## config.mk

```make
export PLATFORM = sky130hd
export DESIGN_NAME = uart_tx_frame
export DESIGN_NICKNAME = d
export VERILOG_FILES = /design/src/rtl/uart_tx_frame_pkg.sv /design/src/rtl/uart_tx_serializer.sv /design/src/rtl/uart_tx_frame.sv
export SDC_FILE = /design/constraint.sdc
export NUM_CORES = 1
export LEC_CHECK = 0
export BUFFER_PORTS_ARGS = -buffer_cell sky130_fd_sc_hd__buf_4
export CAP_MARGIN = 20
export CORE_ASPECT_RATIO = 2
export CORE_MARGIN = 2
export CORE_UTILIZATION = 25
export CTS_CLUSTER_DIAMETER = 100
export CTS_CLUSTER_SIZE = 8
export DETAILED_ROUTE_END_ITERATION = 16
export GPL_ROUTABILITY_DRIVEN = 0
export SYNTH_ARGS = -nofsm -noshare
export SYNTH_HDL_FRONTEND = slang
export SYNTH_SLANG_ARGS = --single-unit
```

## constraint.sdc

```tcl
create_clock -name CLK -period 4.3 [get_ports CLK]
set_clock_uncertainty 0.15 [all_clocks]
set_input_delay 0.86 -clock CLK [delete_from_list [all_inputs] [get_ports CLK]]
set_output_delay 0.86 -clock CLK [all_outputs]
set_load 0.01 [all_outputs]
```

## src/rtl/uart_tx_frame_pkg.sv

```systemverilog
// uart_tx_frame_pkg: state encoding, line levels and parity helpers shared by the UART TX/RX paths
package uart_tx_frame_pkg;

  typedef enum logic [2:0] {
    ST_IDLE   = 3'd0,
    ST_START  = 3'd1,
    ST_DATA   = 3'd2,
    ST_PARITY = 3'd3,
    ST_STOP   = 3'd4
  } tx_state_e;

  localparam logic START_BIT  = 1'b0;
  localparam logic STOP_BIT   = 1'b1;
  localparam logic IDLE_LEVEL = 1'b1;
  localparam logic PAR_EVEN   = 1'b0;
  localparam logic PAR_ODD    = 1'b1;

  // Parity bit from the XOR-reduction of the payload and the parity type
  function automatic logic calc_parity(input logic xor_v, input logic typ);
    return (typ == PAR_EVEN) ? xor_v : ~xor_v;
  endfunction

endpackage

```

## src/rtl/uart_tx_serializer.sv

```systemverilog
// uart_tx_serializer: payload shift register and bit counter for the TX framer
module uart_tx_serializer
  import uart_tx_frame_pkg::*;
#(
  parameter int DATA_WIDTH = 8
) (
  input  logic                  CLK,
  input  logic                  RST,
  input  logic                  load_i,
  input  logic [DATA_WIDTH-1:0] data_i,
  input  logic                  shift_i,
  output logic                  next_bit_o,
  output logic                  last_o
);

  localparam int CW = (DATA_WIDTH > 1) ? $clog2(DATA_WIDTH) : 1;

  logic [DATA_WIDTH-1:0] sh_q, sh_d;
  logic [CW-1:0]         cnt_q, cnt_d;

  assign last_o = (cnt_q == CW'(DATA_WIDTH - 1));
  // Bit that goes on the line next: bit 0 when entering DATA, the following bit while shifting
  assign next_bit_o = shift_i ? sh_q[1] : sh_q[0];

  // Load on acceptance, shift right once per DATA cycle, counter wraps to 0 after the last bit
  always_comb begin
    sh_d  = sh_q;
    cnt_d = cnt_q;
    if (load_i) begin
      sh_d  = data_i;
      cnt_d = '0;
    end else if (shift_i) begin
      sh_d  = sh_q >> 1;
      cnt_d = last_o ? '0 : cnt_q + 1'b1;
    end
  end

  // Shift register and counter state
  always_ff @(posedge CLK or negedge RST) begin
    if (!RST) begin
      sh_q  <= '0;
      cnt_q <= '0;
    end else begin
      sh_q  <= sh_d;
      cnt_q <= cnt_d;
    end
  end

endmodule

```

## src/rtl/uart_tx_frame.sv

```systemverilog
// uart_tx_frame: UART transmit framer (start, LSB-first data, optional parity, stop) at one bit per clock
module uart_tx_frame
  import uart_tx_frame_pkg::*;
#(
  parameter int DATA_WIDTH = 8
) (
  input  logic                  CLK,
  input  logic                  RST,
  input  logic [DATA_WIDTH-1:0] P_DATA,
  input  logic                  Data_Valid,
  input  logic                  PAR_EN,
  input  logic                  PAR_TYP,
  output logic                  TX_OUT,
  output logic                  busy
);

  tx_state_e state_q, state_d;
  logic      tx_q, tx_d;
  logic      busy_q, busy_d;
  logic      par_q, par_d;
  logic      par_en_q, par_en_d;
  logic      accept;
  logic      ser_bit;
  logic      ser_last;

  assign accept = Data_Valid && (state_q == ST_IDLE || state_q == ST_STOP);

  uart_tx_serializer #(.DATA_WIDTH(DATA_WIDTH)) u_ser (
    .CLK       (CLK),
    .RST       (RST),
    .load_i    (accept),
    .data_i    (P_DATA),
    .shift_i   (state_q == ST_DATA),
    .next_bit_o(ser_bit),
    .last_o    (ser_last)
  );

  // Next state, per-frame config capture, and the registered line level derived from the next state
  always_comb begin
    state_d  = state_q;
    par_d    = par_q;
    par_en_d = par_en_q;
    case (state_q)
      ST_IDLE:   state_d = accept ? ST_START : ST_IDLE;
      ST_START:  state_d = ST_DATA;
      ST_DATA:   state_d = !ser_last ? ST_DATA : (par_en_q ? ST_PARITY : ST_STOP);
      ST_PARITY: state_d = ST_STOP;
      ST_STOP:   state_d = accept ? ST_START : ST_IDLE;
      default:   state_d = ST_IDLE;
    endcase
    if (accept) begin
      par_d    = calc_parity(^P_DATA, PAR_TYP);
      par_en_d = PAR_EN;
    end
    tx_d   = (state_d == ST_START)  ? START_BIT :
             (state_d == ST_DATA)   ? ser_bit :
             (state_d == ST_PARITY) ? par_q :
             (state_d == ST_STOP)   ? STOP_BIT : IDLE_LEVEL;
    busy_d = (state_d != ST_IDLE);
  end

  // FSM state, parity latch and glitch-free output registers
  always_ff @(posedge CLK or negedge RST) begin
    if (!RST) begin
      state_q  <= ST_IDLE;
      tx_q     <= IDLE_LEVEL;
      busy_q   <= 1'b0;
      par_q    <= 1'b0;
      par_en_q <= 1'b0;
    end else begin
      state_q  <= state_d;
      tx_q     <= tx_d;
      busy_q   <= busy_d;
      par_q    <= par_d;
      par_en_q <= par_en_d;
    end
  end

  assign TX_OUT = tx_q;
  assign busy   = busy_q;

endmodule

```

# --- Word-level counts from Yosys, hierarchy flattened ---
# Cells that the tools add are included.
classes:
  n_reduce_logical: 7
  n_eq_ne: 8
  bitwise: 1
  n_div: 0
  order_cmp: 0
  n_addsub: 1
  shift: 0
  mul: 0
  muxes: 14
ops:
  columns: ["op", "count"]
  rows:
  - ["8-bit two-way mux", 2]
  - ["3-bit two-way mux", 5]
  - ["3-bit by 2-bit == test with 1-bit output, second input constant", 4]
  - ["3-bit one-hot mux with 4 select lines", 1]
  - ["8-bit parity", 1]
  - ["3-bit by 1-bit == test with 1-bit output, second input constant", 2]
  - ["3-bit == test, second input constant", 2]
  - ["1-bit two-way mux", 6]
  - ["3-bit by 1-bit adder with 3-bit output, second input constant", 1]
  - ["3-bit logical NOT", 1]
  - ["3-bit nonzero test", 1]
  - ["2-bit nonzero test", 1]
  - ["2-bit OR reduction", 1]
  - ["1-bit logical AND", 1]
  - ["1-bit logical OR", 1]
  - ["1-bit inverter", 1]
totals:
  mem_count: 0
  out_inout_bits: 2
  word_cells: 38
  reg_bits: 18
  latch_bits: 0
  inputBits: 13
  mem_bits_rw: 0
  rom_bits: 0

# --- Depth between registers and ports, before layout ---
logic_depth:
  depth_word: 9
  depth_mapped: 6
  mapped_depth_nobuf: 6

# --- Hierarchy ---
# Synthesis repeated with hierarchy kept, for this count alone.
unflattened:
  cells_unflattened: 82
  area_unflattened_um2: 890.9
by_module_without_submodules:
  columns: ["mod", "n_inst", "seq_area_each_um2", "area_per_inst_um2", "cells_each"]
  rows:
  - ["uart_tx_serializer", 1, 275.3, 519.2, 46]
  - ["uart_tx_frame", 1, 176.4, 371.6, 36]

# --- Worst setup path before layout ---
# OpenSTA, ideal clock, no wires.
synth_timing:
  path_kind: "in2reg"
  start: "input P_DATA[6]"
  end: "register par_q"
  path_slack_ns: 2.422
  cell_stages: 4
  setup_ns: 0.123
  required_ns: 4.027
  path_buffers: 0
  arrival_ns: 1.604
  path_cell_list: "xor2_1 xnor3_1 xnor2_1 o21ai_1"
synth_via:
  elab_chain_cells: 3
synth_lines:
  columns: ["element", "line", "text"]
  rows:
  - ["start: declaration", "uart_tx_frame.sv:9", "input logic [DATA_WIDTH-1:0] P_DATA,"]
  - ["8-bit parity *", "uart_tx_frame.sv:52", "par_d = calc_parity(^P_DATA, PAR_TYP);"]
  - ["1-bit inverter", "uart_tx_frame_pkg.sv:20", "return (typ == PAR_EVEN) ? xor_v : ~xor_v;"]
  - ["1-bit two-way mux *", "uart_tx_frame_pkg.sv:20", null]
  - ["end signal: assignment", "uart_tx_frame.sv:74", "par_q <= par_d;"]
  - ["end: declaration", "uart_tx_frame.sv:20", "logic par_q, par_d;"]
# Mark *: on every way between the ends. The rest lies on a longest branch, timed or not.
# A chain may end at the register's enable or synchronous reset.

# --- Worst setup path in the final report ---
layout_timing:
  start: "input Data_Valid"
  end: "register u_ser.sh_q[0]"
layout_via:
  elab_chain_cells: 2
  word_cells_on_any_way: 3
  classes_between: "mux (1); reduce/logical (2)"
layout_lines:
  columns: ["element", "line", "text"]
  rows:
  - ["start: declaration", "uart_tx_frame.sv:10", "input logic Data_Valid,"]
  - ["1-bit logical AND *", "uart_tx_frame.sv:26", "assign accept = Data_Valid && (state_q == ST_IDLE || state_q == ST_STOP);"]
  - ["8-bit two-way mux / 2-bit nonzero test (equally long branches)", null, null]
  - ["end signal: assignment", "uart_tx_serializer.sv:41", "sh_q <= '0;"]
  - ["end signal: assignment", "uart_tx_serializer.sv:44", "sh_q <= sh_d;"]
  - ["end: declaration", "uart_tx_serializer.sv:18", "logic [DATA_WIDTH-1:0] sh_q, sh_d;"]
# Marks and branches as above.

==> impl_metrics.yaml <==
drt:
  first_pass_iters: 3
  dr.first_iter.drc_count: 16
  drc: 0
  routed_wl_mm: 1.895
  antenna_left: 0
  num_vias: 750
  viasPerCell: 4.717
  detail_route.wl_per_cell_um: 11.92
floorplan:
  die_x_um: 47.81
  dieHeight_um: 91.62
  core_area_um2: 3646
  start_util_pct: 26.32
  row_count: 31
  die-area_um2: 4380
  io_pins: 15
synth:
  yosysSeqAreaShare_pct: 47.07
  syn-instance-count: 97
  netlist_area_um2: 959.7
  synthArstFlopShare_pct: 100.0
  synth-edff-count: 0
  syn-num-nets: 112
  yosysUniqueCellTypes: 25
  synth_area_leaders: "dfrtp_1, nand2_1, a22o_1"
  syn_area_per_cell_um2: 9.894
  synthFlopType: "dfrtp_1"
  yosys_warnings: 0
  synth_top_cell_by_area: "dfrtp_1"
  synth_top_area_share_pct: 44.33
  synth_seq_cells: 18
worst_setup_path:
  cpMostUsedCell: "nand2b_1"
  worst_setup_path_start_kind: "primary input"
  cp.depth: 4
  crit_type: "in2reg"
  r2r_cells: 3
  cp_cell_sequence: "buf_4 -> nand2b_1 -> nand2b_1 -> mux2_2"
  ff2ff_setup_slack_ns: 2.39
  r2r_start: "state_q[1]"
  crit_family: "simple AND/OR/NAND/NOR gates"
  critPathMaxStageDelay_ns: 0.39
  cp-end-kind: "register"
  crit_buf_inv: 1
  crit_arrival_ns: 1.91
  required_ns: 4.30
  timing.rr.end: "u_ser.sh_q[0]"
  crit_path_top_delay_cell: "nand2b_1"
  crit_fanout: 11
cells_and_area:
  drive_gt1_share_pct: 21.82
  n_fill_cell: 393
  layout.nets: 126
  antenna_cells: 0
  area_delta_synth_final_pct: 19.30
timing:
  tns_ns: 0
  slew_violations: 0
  fin_crit_ns: 1.915
  setup_viol: 0
  rsz0062_at_grt: "no"
  fmax_mhz: 522.2
  finalHoldViolCount: 0
  finalCritPeriodShare_pct: 44.53
  layout_setup_ws_ns: 2.385
  worstMarginPinSlew_ns: 0.4852
  slew_headroom_pct: 67.66
global_routing:
  grt_usage_pct: 10.07
  grt_overflow: 0
  antenna_found_initial: 0
  grt_max_degree: 19
  grt_pass1_wl_mm: 3.222
  first_global_vias: 797
pwr:
  power_per_cell_area_nw_per_um2: 644.2
  p_leak_nw: 0.5326
  peakVddDrop_mv: 0.2029
cts:
  htreeDepth: 1
  cts_buffer_depth: 2
  cts_setup_buffers: 0
  cts_resized: 0
  ctsHoldBuffers: 0
  cts_inserted_buffers: 3
  clk_latency_ns: 0.26
  clock-sinks: 18
  clockRootBuffer: "clkbuf_8"
  clkTransAtPathRegs_ns: 0.07
  cts_tree: "done"
placed_design:
  portBuffers: 14
  post-dp-hpwl_mm: 1.506
  pre_cts_slack_ns: 2.116
worst_hold_path:
  hold_path.class: "in2async"
flow_run:
  max_cap_violations: 0
status:
  status: "completed"
synth_stat cells (2+ instances only):
cell and count:
a31oi_1 7, nor2b_1 2, nand2b_1 4, buf_4 2, nand2_1 17, inv_1 2
nor2_1 12, xnor2_1 4, a22o_1 6, dfrtp_1 17, a21oi_2 2, buf_2 2
mux2_2 2, xor2_1 2, a21oi_1 3, ha_1 2, o21ai_1 3
report_power, final:
group	internal, mW	leakage, nW	switching, mW	total, mW
combinational	0.137	0.288	0.139	0.276
clock	0.0815	0.0288	0.0569	0.138
sequential	0.250	0.216	0.0738	0.323
stage by stage:
step	std cells	hold WS, ns	cell area (um2)	util [%]	total power, mW
after floorplan	97	0.3054	959.7	-	0.5405
after global routing	159	0.3232	1145	31.40	0.7969
final	159	0.3009	1145	31.40	0.7376
after CTS	159	0.3150	1145	31.40	0.7447
after global placement	155	0.3669	1090	29.89	0.5974
after detailed placement	155	0.3672	1090	29.89	0.6068
cell families after synthesis:
group / count (synthesis) / synth area share, %
mux: 2 / 2.347
buf+inv: 7 / 4.563
fa+ha+maj: 2 / 2.607
simple gates: 38 / 19.03
flops: 18 / 47.07
compound gates: 23 / 16.56
xor+xnor: 7 / 7.822
placed cells by master, fill, tap and decap left out, types with 3 or more instances in the layout:
master,n
o21ai_1,3
a21oi_1,3
nor2_1,12
xnor2_1,4
nand2_1,17
a31oi_1,7
clkbuf_8,4
buf_4,14
nand2b_1,4
a22o_1,6
dfrtp_1,17
worst max path at each step:
stage / from / endpoint / slack [ns]
floorplan: P_DATA[6] / par_q / 2.42
global placement: Data_Valid / u_ser.sh_q[0] / 2.17
detailed placement: Data_Valid / u_ser.sh_q[0] / 2.12
CTS: Data_Valid / u_ser.sh_q[0] / 2.39
global route: state_q[1] / u_ser.sh_q[0] / 2.33
finish: Data_Valid / u_ser.sh_q[0] / 2.39
sequential cells by signal (all words and copies together) (netlist names):
name,count
par_en_q,1
par_q,1
u_ser.cnt_q,3
u_ser.sh_q,8
busy,1
TX_OUT,1
state_q,3
area by class of cell:
| cell class | count | area (um2) | share of cell area [%] |
|---|---|---|---|
| multi-input combinational | 72 | 464.2 | 40.55 |
| sequential | 18 | 451.7 | 39.45 |
| timing repair buffer | 14 | 105.1 | 9.180 |
| tap | 49 | 61.31 | 5.355 |
| clock buffer | 4 | 55.05 | 4.809 |
| inverter | 2 | 7.507 | 0.6557 |
routing by layer:
metal | vias to the layer above | routed length [um] | global-route usage (%)
li1 | 358 | - | -
met1 | 363 | 753 | 10.56
met2 | 23 | 953 | 16.78
met3 | 6 | 109 | 0.7874
met4 | 0 | 78 | 7.658
met5 | - | 0 | 0
worst register-to-register path: stages (launching register included):
cell	delay, ns
dfrtp_1	0.61
nand2b_1	0.27
nand2b_1	0.39
mux2_2	0.38
Power figures use the tool's default switching activity.
